==> src/rtl/fp_mul_arbiter.sv <==
// fp_mul_arbiter: round-robin front end that shares one free-running,
// fixed-latency FP multiplier datapath between two requesters. Each issued
// operand pair is followed by a {valid, tag} pipeline so that the datapath
// result can be routed back to the requester that issued it.
module fp_mul_arbiter #(
  parameter int LAT = 3  // datapath latency, mul_in_valid -> mul_z, 1..8
) (
  input  logic        clk,
  input  logic        rst,
  input  logic        flush,
  input  logic        req0_valid,
  input  logic [31:0] req0_x,
  input  logic [31:0] req0_y,
  output logic        req0_ready,
  input  logic        req1_valid,
  input  logic [31:0] req1_x,
  input  logic [31:0] req1_y,
  output logic        req1_ready,
  output logic        mul_in_valid,
  output logic [31:0] mul_x,
  output logic [31:0] mul_y,
  input  logic [31:0] mul_z,
  output logic        rsp0_valid,
  output logic [31:0] rsp0_z,
  output logic        rsp1_valid,
  output logic [31:0] rsp1_z,
  output logic        busy
);

  logic           last_q, last_d;
  logic           issue_vld_q, issue_vld_d;
  logic           issue_id_q, issue_id_d;
  logic [31:0]    mul_x_q, mul_x_d, mul_y_q, mul_y_d;
  logic [LAT-1:0] tag_vld_q, tag_vld_d;
  logic [LAT-1:0] tag_id_q, tag_id_d;
  logic           rsp0_valid_q, rsp0_valid_d, rsp1_valid_q, rsp1_valid_d;
  logic [31:0]    rsp0_z_q, rsp0_z_d, rsp1_z_q, rsp1_z_d;
  logic           gnt0, gnt1, hs;

  // Grant: sole valid requester wins; on contention the one that did not win last.
  // Forced off under reset/flush so nothing can enter while state is being cleared.
  always_comb begin
    gnt0 = 1'b0;
    gnt1 = 1'b0;
    if (!rst && !flush) begin
      if (req0_valid && req1_valid) begin
        gnt0 = last_q;
        gnt1 = !last_q;
      end else begin
        gnt0 = req0_valid;
        gnt1 = req1_valid;
      end
    end
    hs = gnt0 | gnt1;
  end

  // Next state: issue register, tag shift register and response capture.
  always_comb begin
    last_d      = hs ? gnt1 : last_q;
    issue_vld_d = hs;
    issue_id_d  = gnt1;
    mul_x_d     = hs ? (gnt1 ? req1_x : req0_x) : mul_x_q;
    mul_y_d     = hs ? (gnt1 ? req1_y : req0_y) : mul_y_q;

    tag_vld_d    = tag_vld_q;
    tag_id_d     = tag_id_q;
    tag_vld_d[0] = issue_vld_q;
    tag_id_d[0]  = issue_id_q;
    for (int i = 1; i < LAT; i++) begin
      tag_vld_d[i] = tag_vld_q[i-1];
      tag_id_d[i]  = tag_id_q[i-1];
    end

    // The oldest tag lines up with mul_z in this cycle.
    rsp0_valid_d = tag_vld_q[LAT-1] && !tag_id_q[LAT-1];
    rsp1_valid_d = tag_vld_q[LAT-1] &&  tag_id_q[LAT-1];
    rsp0_z_d     = rsp0_valid_d ? mul_z : rsp0_z_q;
    rsp1_z_d     = rsp1_valid_d ? mul_z : rsp1_z_q;

    // Flush drops everything in flight, including a result arriving right now.
    if (flush) begin
      issue_vld_d  = 1'b0;
      tag_vld_d    = '0;
      rsp0_valid_d = 1'b0;
      rsp1_valid_d = 1'b0;
      rsp0_z_d     = rsp0_z_q;
      rsp1_z_d     = rsp1_z_q;
    end
  end

  // State registers with synchronous reset.
  always_ff @(posedge clk) begin
    if (rst) begin
      last_q       <= 1'b1;
      issue_vld_q  <= 1'b0;
      issue_id_q   <= 1'b0;
      mul_x_q      <= '0;
      mul_y_q      <= '0;
      tag_vld_q    <= '0;
      tag_id_q     <= '0;
      rsp0_valid_q <= 1'b0;
      rsp1_valid_q <= 1'b0;
      rsp0_z_q     <= '0;
      rsp1_z_q     <= '0;
    end else begin
      last_q       <= last_d;
      issue_vld_q  <= issue_vld_d;
      issue_id_q   <= issue_id_d;
      mul_x_q      <= mul_x_d;
      mul_y_q      <= mul_y_d;
      tag_vld_q    <= tag_vld_d;
      tag_id_q     <= tag_id_d;
      rsp0_valid_q <= rsp0_valid_d;
      rsp1_valid_q <= rsp1_valid_d;
      rsp0_z_q     <= rsp0_z_d;
      rsp1_z_q     <= rsp1_z_d;
    end
  end

  assign req0_ready   = gnt0;
  assign req1_ready   = gnt1;
  assign mul_in_valid = issue_vld_q;
  assign mul_x        = mul_x_q;
  assign mul_y        = mul_y_q;
  assign rsp0_valid   = rsp0_valid_q;
  assign rsp1_valid   = rsp1_valid_q;
  assign rsp0_z       = rsp0_z_q;
  assign rsp1_z       = rsp1_z_q;
  assign busy         = issue_vld_q | (|tag_vld_q) | rsp0_valid_q | rsp1_valid_q;

endmodule

==> config.mk <==
export PLATFORM = sky130hd
export DESIGN_NAME = fp_mul_arbiter
export DESIGN_NICKNAME = d
export VERILOG_FILES = /design/src/rtl/fp_mul_arbiter.sv
export SDC_FILE = /design/constraint.sdc
export NUM_CORES = 1
export LEC_CHECK = 0
export BUFFER_PORTS_ARGS = -buffer_cell sky130_fd_sc_hd__buf_2
export CORE_MARGIN = 5
export CORE_UTILIZATION = 42
export CTS_BUF_LIST = sky130_fd_sc_hd__clkbuf_8
export DETAILED_ROUTE_END_ITERATION = 8
export PLACE_DENSITY = 0.78
export SYNTH_ARGS = -nofsm -noshare
export SYNTH_HDL_FRONTEND = slang
export SYNTH_SLANG_ARGS = --single-unit
==> constraint.sdc <==
create_clock -name clk -period 1.3 [get_ports clk]
set_clock_uncertainty 0.1 [all_clocks]
set_input_delay 0.26 -clock clk [delete_from_list [all_inputs] [get_ports clk]]
set_output_delay 0.26 -clock clk [all_outputs]
set_load 0.01 [all_outputs]
; ---- Word level (Yosys, flattened, before mapping)
; Cells that the tools add are included.
[word_totals]
reg_bits = 139
inputBits = 165
output_inout_bits = 134
elab_cells = 34
[op_classes]
muxes = 6
bitwise = 5
n_reduce_logical = 12
[op_table]
columns = cell, count
row1 = $mux 32, 2
row2 = $logic_and 1x1->1, 4
row3 = $logic_not 1->1, 4
row4 = $mux 1, 4
row5 = $or 1x1->1, 4
row6 = $reduce_and 2->1, 2
row7 = $reduce_or 3->1, 1
row8 = $reduce_or 2->1, 1
row9 = $not 1->1, 1

; ---- Longest topological paths before layout
; Gate-level depths: netlist (run 1).
[logic_depth]
ltp_word = 4
depth_mapped = 6
depth_no_buf = 3

; ---- Worst setup path after synthesis (run 1)
; No wires, ideal clock.
[synth_timing]
path_kind = input to output
start = in req1_valid
end = out req0_ready
arrival_ps = 1096
required_time_ps = 940
path_slack_ps = -156
path_stages = 5
path_buffers = 2
cell_sequence = inv_2 buf_2 clkbuf_1 o21ai_0 nor3_1
[synth_via]
elab_chain_cells = 3
[synth_lines]
columns = element, line
row1 = "start, declared", 15  ; input logic req1_valid,
row2 = $logic_and 1x1->1, 46  ; if (req0_valid && req1_valid) begin
row3 = $mux 1, 46
row4 = $mux 1, 45  ; if (!rst && !flush) begin
row5 = "end, declared", 14  ; output logic req0_ready,
; Every way passes these cells.

; ---- Worst setup path in the final report (run 1)
[layout_timing]
start = reg last_q
end = reg mul_y_q[16] (netlist: mul_y[16])
[layout_via]
elab_chain_cells = 4
word_cells_on_any_way = 7
classes_between = 5 x mux / 1 x bitwise / 1 x reduce/logical
[layout_lines]
columns = element, line
row1 = "start, declared", 30  ; logic last_q, last_d;
row2 = "start signal, assigned", 106  ; last_q <= last_d;
row3 = $logic_not 1->1, 48  ; gnt1 = !last_q;
row4 = $mux 1, 46
row5 = $mux 1, 45
row6 = $mux 32 or $or 1x1->1 (tied branches), "63, 54"
row7 = "end signal, assigned", 110  ; mul_y_q <= mul_y_d;
row8 = "end, declared", 33  ; logic [31:0] mul_x_q, mul_x_d, mul_y_q, mul_y_d;
; Parallel ways exist; a longest one is shown, timed or not.
; A chain may end at the register's enable or synchronous reset.

==> results by group, run 1 <==
STA
  – RSZ-0062 raised after global routing: true
  – Slew Limit Fails: 0
  – Post-route setup slack: -0.752 ns
  – Worst slew pin tran: 0.766 ns
  – Hold Vio Cnt, Final: 0
  – Fin crit period: 2.05 ns
  – Final setup violating endpoints: 161
  – Setup_tns: -35.27 ns
  – Headroom to the max-slew limit: between 40% and 50%
  – Period utilization: 158%
  – Fmax: 487 MHz

Status
  – Failing checks: negative setup slack
  – Status: finished, violations left

Place
  – Port Buf Inserts: between 200 and 300
  – DPL Wire Length: between 10000 and 15000 µm
  – Gpl congestion: 0.872
  – Placed Cells: approximately 1100

Power and ir drop
  – Static leakage: 0.00481 µW
  – Worst vdd ir: 0.000683 V
  – Pwr dens: 937 nW/µm²

Critical path
  – FF-to-FF Start: last_q$_SDFFE_PP1P_
  – CP Cell Sequence: a211o_4, buf_12, buf_4, buf_8, buf_8, o21ai_1, a311oi_1
  – Flop-to-flop setup slack: -0.75 ns
  – Crit path max-delay family: compound AO/OA/AOI/OAI gates
  – Crit-path max FO: 5
  – CP required: 1.49 ns
  – Critical path type: reg -> reg
  – CP max stage delay: 0.40 ns
  – WP buf/inv: 4
  – CP max-delay cell: o21ai_1
  – CP endpoint kind: flip-flop
  – Crit start category: flip-flop
  – R2R depth: 7
  – CP dominant cell by count: buf_8
  – Arr. time, crit path: 2.25 ns
  – R2r endpoint: mul_y[16]$_SDFFE_PP0P_

Clock tree
  – Clock sink count: 139
  – Clock Path Buffers: 2
  – Root buffer cell: clkbuf_8
  – Clk slew on worst S/H paths: around 0.080 ns
  – Clock latency on the worst-skew pair: approximately 0.46 ns
  – Num CTS Buffers: 17
  – CTS tree: yes
  – Htree depth: 4

Min path
  – Worst Hold Launch: req1_x[15]
  – Hold Path Sink: mul_x[15]$_SDFFE_PP0P_
  – Hold crit path type: in -> reg
  – WHS Path Cells: 3

Yosys
  – Largest cells by area after synthesis: dfxtp_1 (48%), a21oi_1 (11%), a311oi_1 (9.6%)
  – Synthesized cell area: around 5800 µm²
  – Yosys cell types: 28
  – Cells after synthesis: 700
  – Syn nets: roughly 870
  – Mapped Avg Cell Area: 8.32 µm²
  – Synth warn: 0
  – Top cell type's share of synthesized area: 47.8%
  – Seq/Total Area, Yosys: 47.8%
  – Yosys reg bits: 139
  – Area leader, netlist: dfxtp_1

Finish
  – Share of post-route cells with drive strength above 1: 56.9%
  – Fin nets: 1346
  – Most common cell after layout, fill and taps aside: buf_2
  – Finished Layout Cells: 1379
  – Most frequent cells in the layout: buf_2 (168), dlygate4sd3_1 (152), buf_6 (132), dfxtp_2 (131), nand2_1 (113)
  – Filler instances: 533
  – Area grow syn2layout: 105%

Drt
  – Met1 WL: roughly 12000 µm
  – DR iter-0 viols: between 1000 and 1500
  – Post-route DRC violation count: 0
  – Via-to-Cell Ratio: 6.71
  – First-pass DRT Iterations: 9
  – Met3 wire len: 5420 µm
  – Met2 WL post-DR: 17100 µm
  – Post-DRT Antenna Nets: 0
  – Via Count: 9254
  – Max layer used: met5
  – Final wirelength: 38900 µm
  – Avg WL per Cell: 28.2 µm

Die
  – Initial core utilization: 42.4%
  – Core Box Area: around 14000 µm²
  – Die Height: around 130 µm
  – Die W: between 100 and 150 µm
  – # rows: 43
  – DIE AREA: between 15000 and 20000 µm²
  – I/O pin cnt: roughly 300

Global routing
  – Remaining Overflow, GRT: 0
  – Vias in the first global route: 8167
  – Total Routing Usage GR: approximately a third
  – Initial antenna violation count: 6
  – Largest net degree at the start of global routing: 67
  – Global-route wire length before repair: between 40000 and 50000 µm

Run
  – Max-cap viol count: 0
report_power, final:
| part | internal [µW] | switching (µW) | leakage, µW |
|---|---|---|---|
| combinational | 1230 | 1280 | 0.00340 |
| clock | 2150 | 1940 | 0.000217 |
| sequential | 4420 | 155 | 0.00119 |
through the flow:
step	hold WS, ns	cell area, µm²	power, µW	setup slack, ns	utilization [%]
5_1_grt	0.0277	11900	11400	-0.854	86.9
3_3_place_gp	0.322	7540	5810	-0.336	55.0
4_1_cts	0.000201	10200	10300	-0.509	74.7
3_5_place_dp	0.327	7540	5820	-0.407	55.0
2_1_floorplan	0.296	5890	5220	-0.0601	-
6_report	0.0531	11900	11200	-0.752	86.9
cell type report:
class,count,area (µm²),area share (%)
timing repair buffer,547,5030,42.2
clock inverter,14,195,1.64
multi-input combinational,475,3240,27.2
sequential,139,2960,24.8
clock buffer,18,248,2.08
tap,180,225,1.89
inverter,1,3.75,0.0315
antenna,5,12.5,0.105
per-layer routing:
layer  GRT usage (%)  vias up
li1                -     3555
met1            39.2     4214
met2            56.7     1115
met3            12.0      366
met4            23.0        4
met5            2.48        -
Yosys cell counts, drive strengths merged:
cell    instances
a211o           1
a21oi         128
a221o           1
a311oi         64
and2            4
and3b           1
buf            50
clkbuf         35
dfxtp         139
inv             1
nand2         130
nand2b          1
nand3b          1
nand4          64
nor2            7
nor2b           3
nor3            1
nor3b           1
nor4            1
o21ai          65
or2             1
or3b            1
worst max-delay path by stage:
stage	cells after the start	start	end	slack [ns]
2_1_floorplan	6	flush	rsp0_z[10]$_SDFFE_PP0P_	-0.06
3_3_place_gp	5	req0_valid	mul_x[0]$_SDFFE_PP0P_	-0.34
3_5_place_dp	5	req0_valid	mul_y[20]$_SDFFE_PP0P_	-0.41
4_1_cts	4	last_q$_SDFFE_PP1P_	req1_ready	-0.51
5_1_grt	7	last_q$_SDFFE_PP1P_	mul_y[16]$_SDFFE_PP0P_	-0.85
6_report	7	last_q$_SDFFE_PP1P_	mul_y[16]$_SDFFE_PP0P_	-0.75
state kept, by name, summed over array words and instances (netlist names):
register / count
issue_id_q: 1
last_q: 1
mul_in_valid: 1
mul_x: 32
mul_y: 32
rsp0_valid: 1
rsp0_z: 32
rsp1_valid: 1
rsp1_z: 32
tag_id_q: 3
tag_vld_q: 3
worst min-delay path, cell delays in order:
cell      delay (ns)
buf_2           0.10
nand4_1         0.11
a311oi_1        0.10
cell families after synthesis:
logic type	synth area share, %
AO/OA/AOI/OAI	26.6
AND/OR/NAND/NOR	17.8
flip-flops	47.8
buffers and inverters	7.82
what timing repair did:
| action | 4_1_cts | 5_1_grt |
|---|---|---|
| resized for setup | 179 | 284 |
| endpoints found under the setup margin | 182 | 247 |
| buffers inserted | 8 | 37 |
| hold endpoints to repair | 128 | 0 |
| pin swaps | 7 | 47 |
| hold buffers | 152 | 0 |
| gates cloned | 8 | 7 |
Note: power is estimated with default switching activity, not from simulation.
==> inputs of run 2 (changes only) <==
- ABC_AREA: not set -> 1
- CORE_UTILIZATION: 42 -> 43
- clock period: 1.3 -> 1.8 ns (I/O delays scaled with it)
==> run 2 against run 1 <==
Net effect: the flow now finishes without violations; sequential cell count stayed put; global-route usage is 13 points lower; register-to-register slack better by 1.1 ns; first-iteration DRC count is 72% lower; via count is 29% lower; sequential share of layout area is 9.3 points higher; non-clock buffer count is 226 lower; routed wire length is 50% lower; count of clock-buffer cells in the layout is 1 higher; critical path depth is 2 lower; die area is 3.2% higher; critical endpoint is now req1_ready.
==> results by group, run 2 <==
Status
  – Status: completed (was finished, violations left)

Die
  – Initial core utilization: 44.1% (was 42.4%)
  – # rows: 43 (unchanged)
  – Die Height: 130 µm (was 128 µm)
  – Die W: 130 µm (was 128 µm)
  – I/O pin cnt: 299 (unchanged)
  – Core Box Area: 14000 µm² (was 13700 µm²)
  – DIE AREA: 16800 µm² (was 16300 µm²)

Finish
  – Final Instance Area: 8170 µm² (was 11900 µm²)
  – Most common cell after layout, fill and taps aside: buf_2 (unchanged)
  – Diode count: 0 (was 5)
  – Most frequent cells in the layout: buf_2 (298), inv_1 (174), dfxtp_1 (138), nand2_1 (131), a21oi_1 (97) (was buf_2 (168), dlygate4sd3_1 (152), buf_6 (132), dfxtp_2 (131), nand2_1 (113))
  – Share of post-route cells with drive strength above 1: 30.7% (was 56.9%)
  – Fin nets: 1320 (was 1346)
  – Area grow syn2layout: 32.4% (was 105%)
  – Filler instances: 1378 (was 533)

Min path
  – Hold crit path type: in -> reg (unchanged)
  – Worst Hold Launch: mul_z[10] (was req1_x[15])

Power and ir drop
  – Clock power frac: 35.7% (was 36.6%)
  – Pwr dens: 783 nW/µm² (was 937 nW/µm²)
  – Net switching power: 1810 µW (was 3380 µW)
  – P_int: 4580 µW (was 7790 µW)
  – Worst vdd ir: 0.000441 V (was 0.000683 V)
  – Combinational power share: 13.8% (was 22.4%)
  – Static leakage: 0.00444 µW (was 0.00481 µW)
  – Sequential Power Share: 50.5% (was 40.9%)
  – Sw Share: 28.4% (was 30.2%)

Drt
  – Max layer used: met5 (unchanged)
  – Final wirelength: 19400 µm (was 38900 µm)
  – Post-route DRC violation count: 0 (unchanged)
  – First-pass DRT Iterations: 7 (was 9)
  – Avg WL per Cell: 14.4 µm (was 28.2 µm)
  – Post-DRT Antenna Nets: 0 (unchanged)
  – DR iter-0 viols: 411 (was 1482)
  – Met3 wire len: 1620 µm (was 5420 µm)
  – Met2 WL post-DR: 9210 µm (was 17100 µm)
  – Met1 WL: 7980 µm (was 12500 µm)
  – Via-to-Cell Ratio: 4.91 (was 6.71)
  – Via Count: 6615 (was 9254)

Yosys
  – Simple-gate area share of the yosys netlist: 25.1% (was 17.8%)
  – Post-synth EDFFs: 0 (unchanged)
  – Synth warn: 0 (unchanged)
  – Mapped Avg Cell Area: 6.97 µm² (was 8.32 µm²)
  – Yosys reg bits: 139 (unchanged)
  – Synthesized cell area: 6170 µm² (was 5820 µm²)
  – Cells after synthesis: 885 (was 700)
  – Area leader, netlist: dfxtp_1 (unchanged)
  – Largest family of logic cells by synthesized area: simple AND/OR/NAND/NOR gates (was compound AO/OA/AOI/OAI gates)
  – Synth async-reset ratio: 0% (unchanged)
  – Synth Flop Type: dfxtp_1 (unchanged)
  – Post-synthesis mux area share: 0% (unchanged)
  – Seq/Total Area, Yosys: 45.1% (was 47.8%)
  – Yosys cell types: 18 (was 28)
  – Adder-Cell Fraction of Synth Area: 0% (unchanged)
  – Syn nets: 1050 (was 865)
  – Commonest cells post-synth: inv_1 (172), dfxtp_1 (139), nand2_1 (132) (was dfxtp_1 (139), nand2_1 (130), a21oi_1 (128))
  – Top-count cell post-synth: inv_1 (was dfxtp_1)
  – Largest cells by area after synthesis: dfxtp_1 (45%), inv_1 (10%), nand2_1 (8.0%) (was dfxtp_1 (48%), a21oi_1 (11%), a311oi_1 (9.6%))
  – Xor-xnor portion of the synthesized cell area: 0% (unchanged)
  – Top cell type's share of synthesized area: 45.1% (was 47.8%)
  – Synth Area in Compound Gates: 13.2% (was 26.6%)

STA
  – Fin crit period: 1.69 ns
  – Fmax: 591 MHz
  – Worst hold slack: 0.0573 ns (was 0.0531 ns)
  – Slew Limit Fails: 0 (unchanged)
  – Final setup violating endpoints: 0 (was 161)
  – Period utilization: 94.1%
  – RSZ-0062 raised after global routing: false (was true)
  – Worst slew pin tran: 0.432 ns (was 0.766 ns)
  – Headroom to the max-slew limit: 71.2% (was 48.9%)
  – Setup_tns: 0 ns (was -35.27 ns)
  – Hold Vio Cnt, Final: 0 (unchanged)

Place
  – Gpl congestion: 0.847 (was 0.872)
  – Cell Area, Placed: 7750 µm² (was 7540 µm²)
  – Port Buf Inserts: 298 (unchanged)
  – DPL Wire Length: 14000 µm (was 14200 µm)

Global routing
  – Total Routing Usage GR: 22.6% (was 35.1%)
  – Largest net degree at the start of global routing: 70 (was 67)
  – Remaining Overflow, GRT: 0 (unchanged)
  – Global-route wire length before repair: 30100 µm (was 44900 µm)
  – Initial antenna violation count: 1 (was 6)
  – Vias in the first global route: 6110 (was 8167)

Critical path
  – WP buf/inv: 3 (was 4)
  – CP max-delay cell: dfxtp_2 (was o21ai_1)
  – CP endpoint kind: output pin (was flip-flop)
  – CP required: 1.34 ns (was 1.49 ns)
  – Worst Setup SP: last_q$_SDFFE_PP1P_ (unchanged)
  – Crit start category: flip-flop (unchanged)
  – Critical path type: reg -> out (was reg -> reg)
  – FF-to-FF Start: last_q$_SDFFE_PP1P_ (unchanged)
  – Crit-path max FO: 3 (was 5)
  – Crit path max-delay family: flip-flops (was compound AO/OA/AOI/OAI gates)
  – CP Cell Sequence: nand2_4, nand3_4, buf_12, inv_1, buf_2 (was a211o_4, buf_12, buf_4, buf_8, buf_8, o21ai_1, a311oi_1)
  – Arr. time, crit path: 1.23 ns (was 2.25 ns)
  – CP max stage delay: 0.34 ns (was 0.40 ns)

Run
  – Max-cap viol count: 0 (unchanged)

Clock tree
  – Root buffer cell: clkbuf_8 (unchanged)
  – Clock Path Buffers: 2 (unchanged)
  – Htree depth: 4 (unchanged)
  – # hold bufs at CTS: 0 (was 152)
  – Num CTS Buffers: 17 (unchanged)
  – Clk slew on worst S/H paths: 0.08 ns (about the same)
  – Clock sink count: 139 (unchanged)
  – Clock latency on the worst-skew pair: 0.44 ns (was 0.46 ns)
  – CTS tree: yes (unchanged)
[run 2: cell types whose count changed in the layout (fill, tap and decap cells not counted), sizes merged, moves of 31 or more]
cell / previous run / this run
a21oi: 128 / 97
a311oi: 64 / 0
buf: 388 / 320
dlygate4sd3: 152 / 0
inv: 4 / 181
nand3: 0 / 66
nor2: 7 / 76
[run 2: cell families after synthesis]
family                 count (synthesis)
DFF                                  139
and+or+nand+nor                      340
buffers and inverters                244
AOI/OAI and AO/OA                    162
[run 2: final cells by class]
cell class	count	area, µm²	area share (%)
well taps	180	225	2.76
repair buffers	321	1760	21.6
flip-flops and latches	139	2780	34.1
multi-input cells	502	2390	29.2
clock inverters	13	93.8	1.15
clock buffers	19	262	3.20
inverters	174	653	8.00
[run 2: timing repair]
action / CTS / global route
gates cloned: 1 / 0
resized for setup: 2 / 1
endpoints found under the setup margin: 1 / 1
setup buffers: 1 / 1
[run 2: stage by stage]
step / std cells / utilization, % / setup WS, ns / power, µW
floorplan: 885 / - / 0.196 / 3760
global placement: 1313 / 55.4 / 0.174 / 4160
detailed placement: 1313 / 55.4 / 0.150 / 4170
CTS: 1347 / 58.3 / 0.0173 / 6450
global route: 1348 / 58.4 / 0.0197 / 6710
finish: 1348 / 58.4 / 0.107 / 6400
[run 2: power by group through the flow]
stage	clock, µW	combinational (µW)	sequential [µW]
after floorplan	0	421	3340
after global placement	0	860	3300
after detailed placement	0	866	3300
after CTS	2340	880	3230
after global routing	2490	984	3240
final	2280	880	3230
[run 2: tightest hold or removal path, stage by stage]
cell,delay [ns]
buf_2,0.08
nor2_1,0.04
nor2_1,0.08
[run 2: worst paths after layout]
| check | endpoint | slack, ns | depth (start not counted) |
|---|---|---|---|
| setup / recovery | req1_ready | 0.11 | 5 |
| hold / removal | rsp1_z[10]$_SDFFE_PP0P_ | 0.06 | 3 |
| hold reg to reg | tag_id_q[2]$_SDFF_PP0_ | 0.31 | 2 |
| setup reg to reg | mul_x[22]$_SDFFE_PP0P_ | 0.36 | 8 |
[run 2: metal layers]
layer  track usage, %  up-vias
met2             36.6      296
met1             27.9     2930
met5                0        -
met4             9.84        2
met3             6.75       42
li1                 -     3345
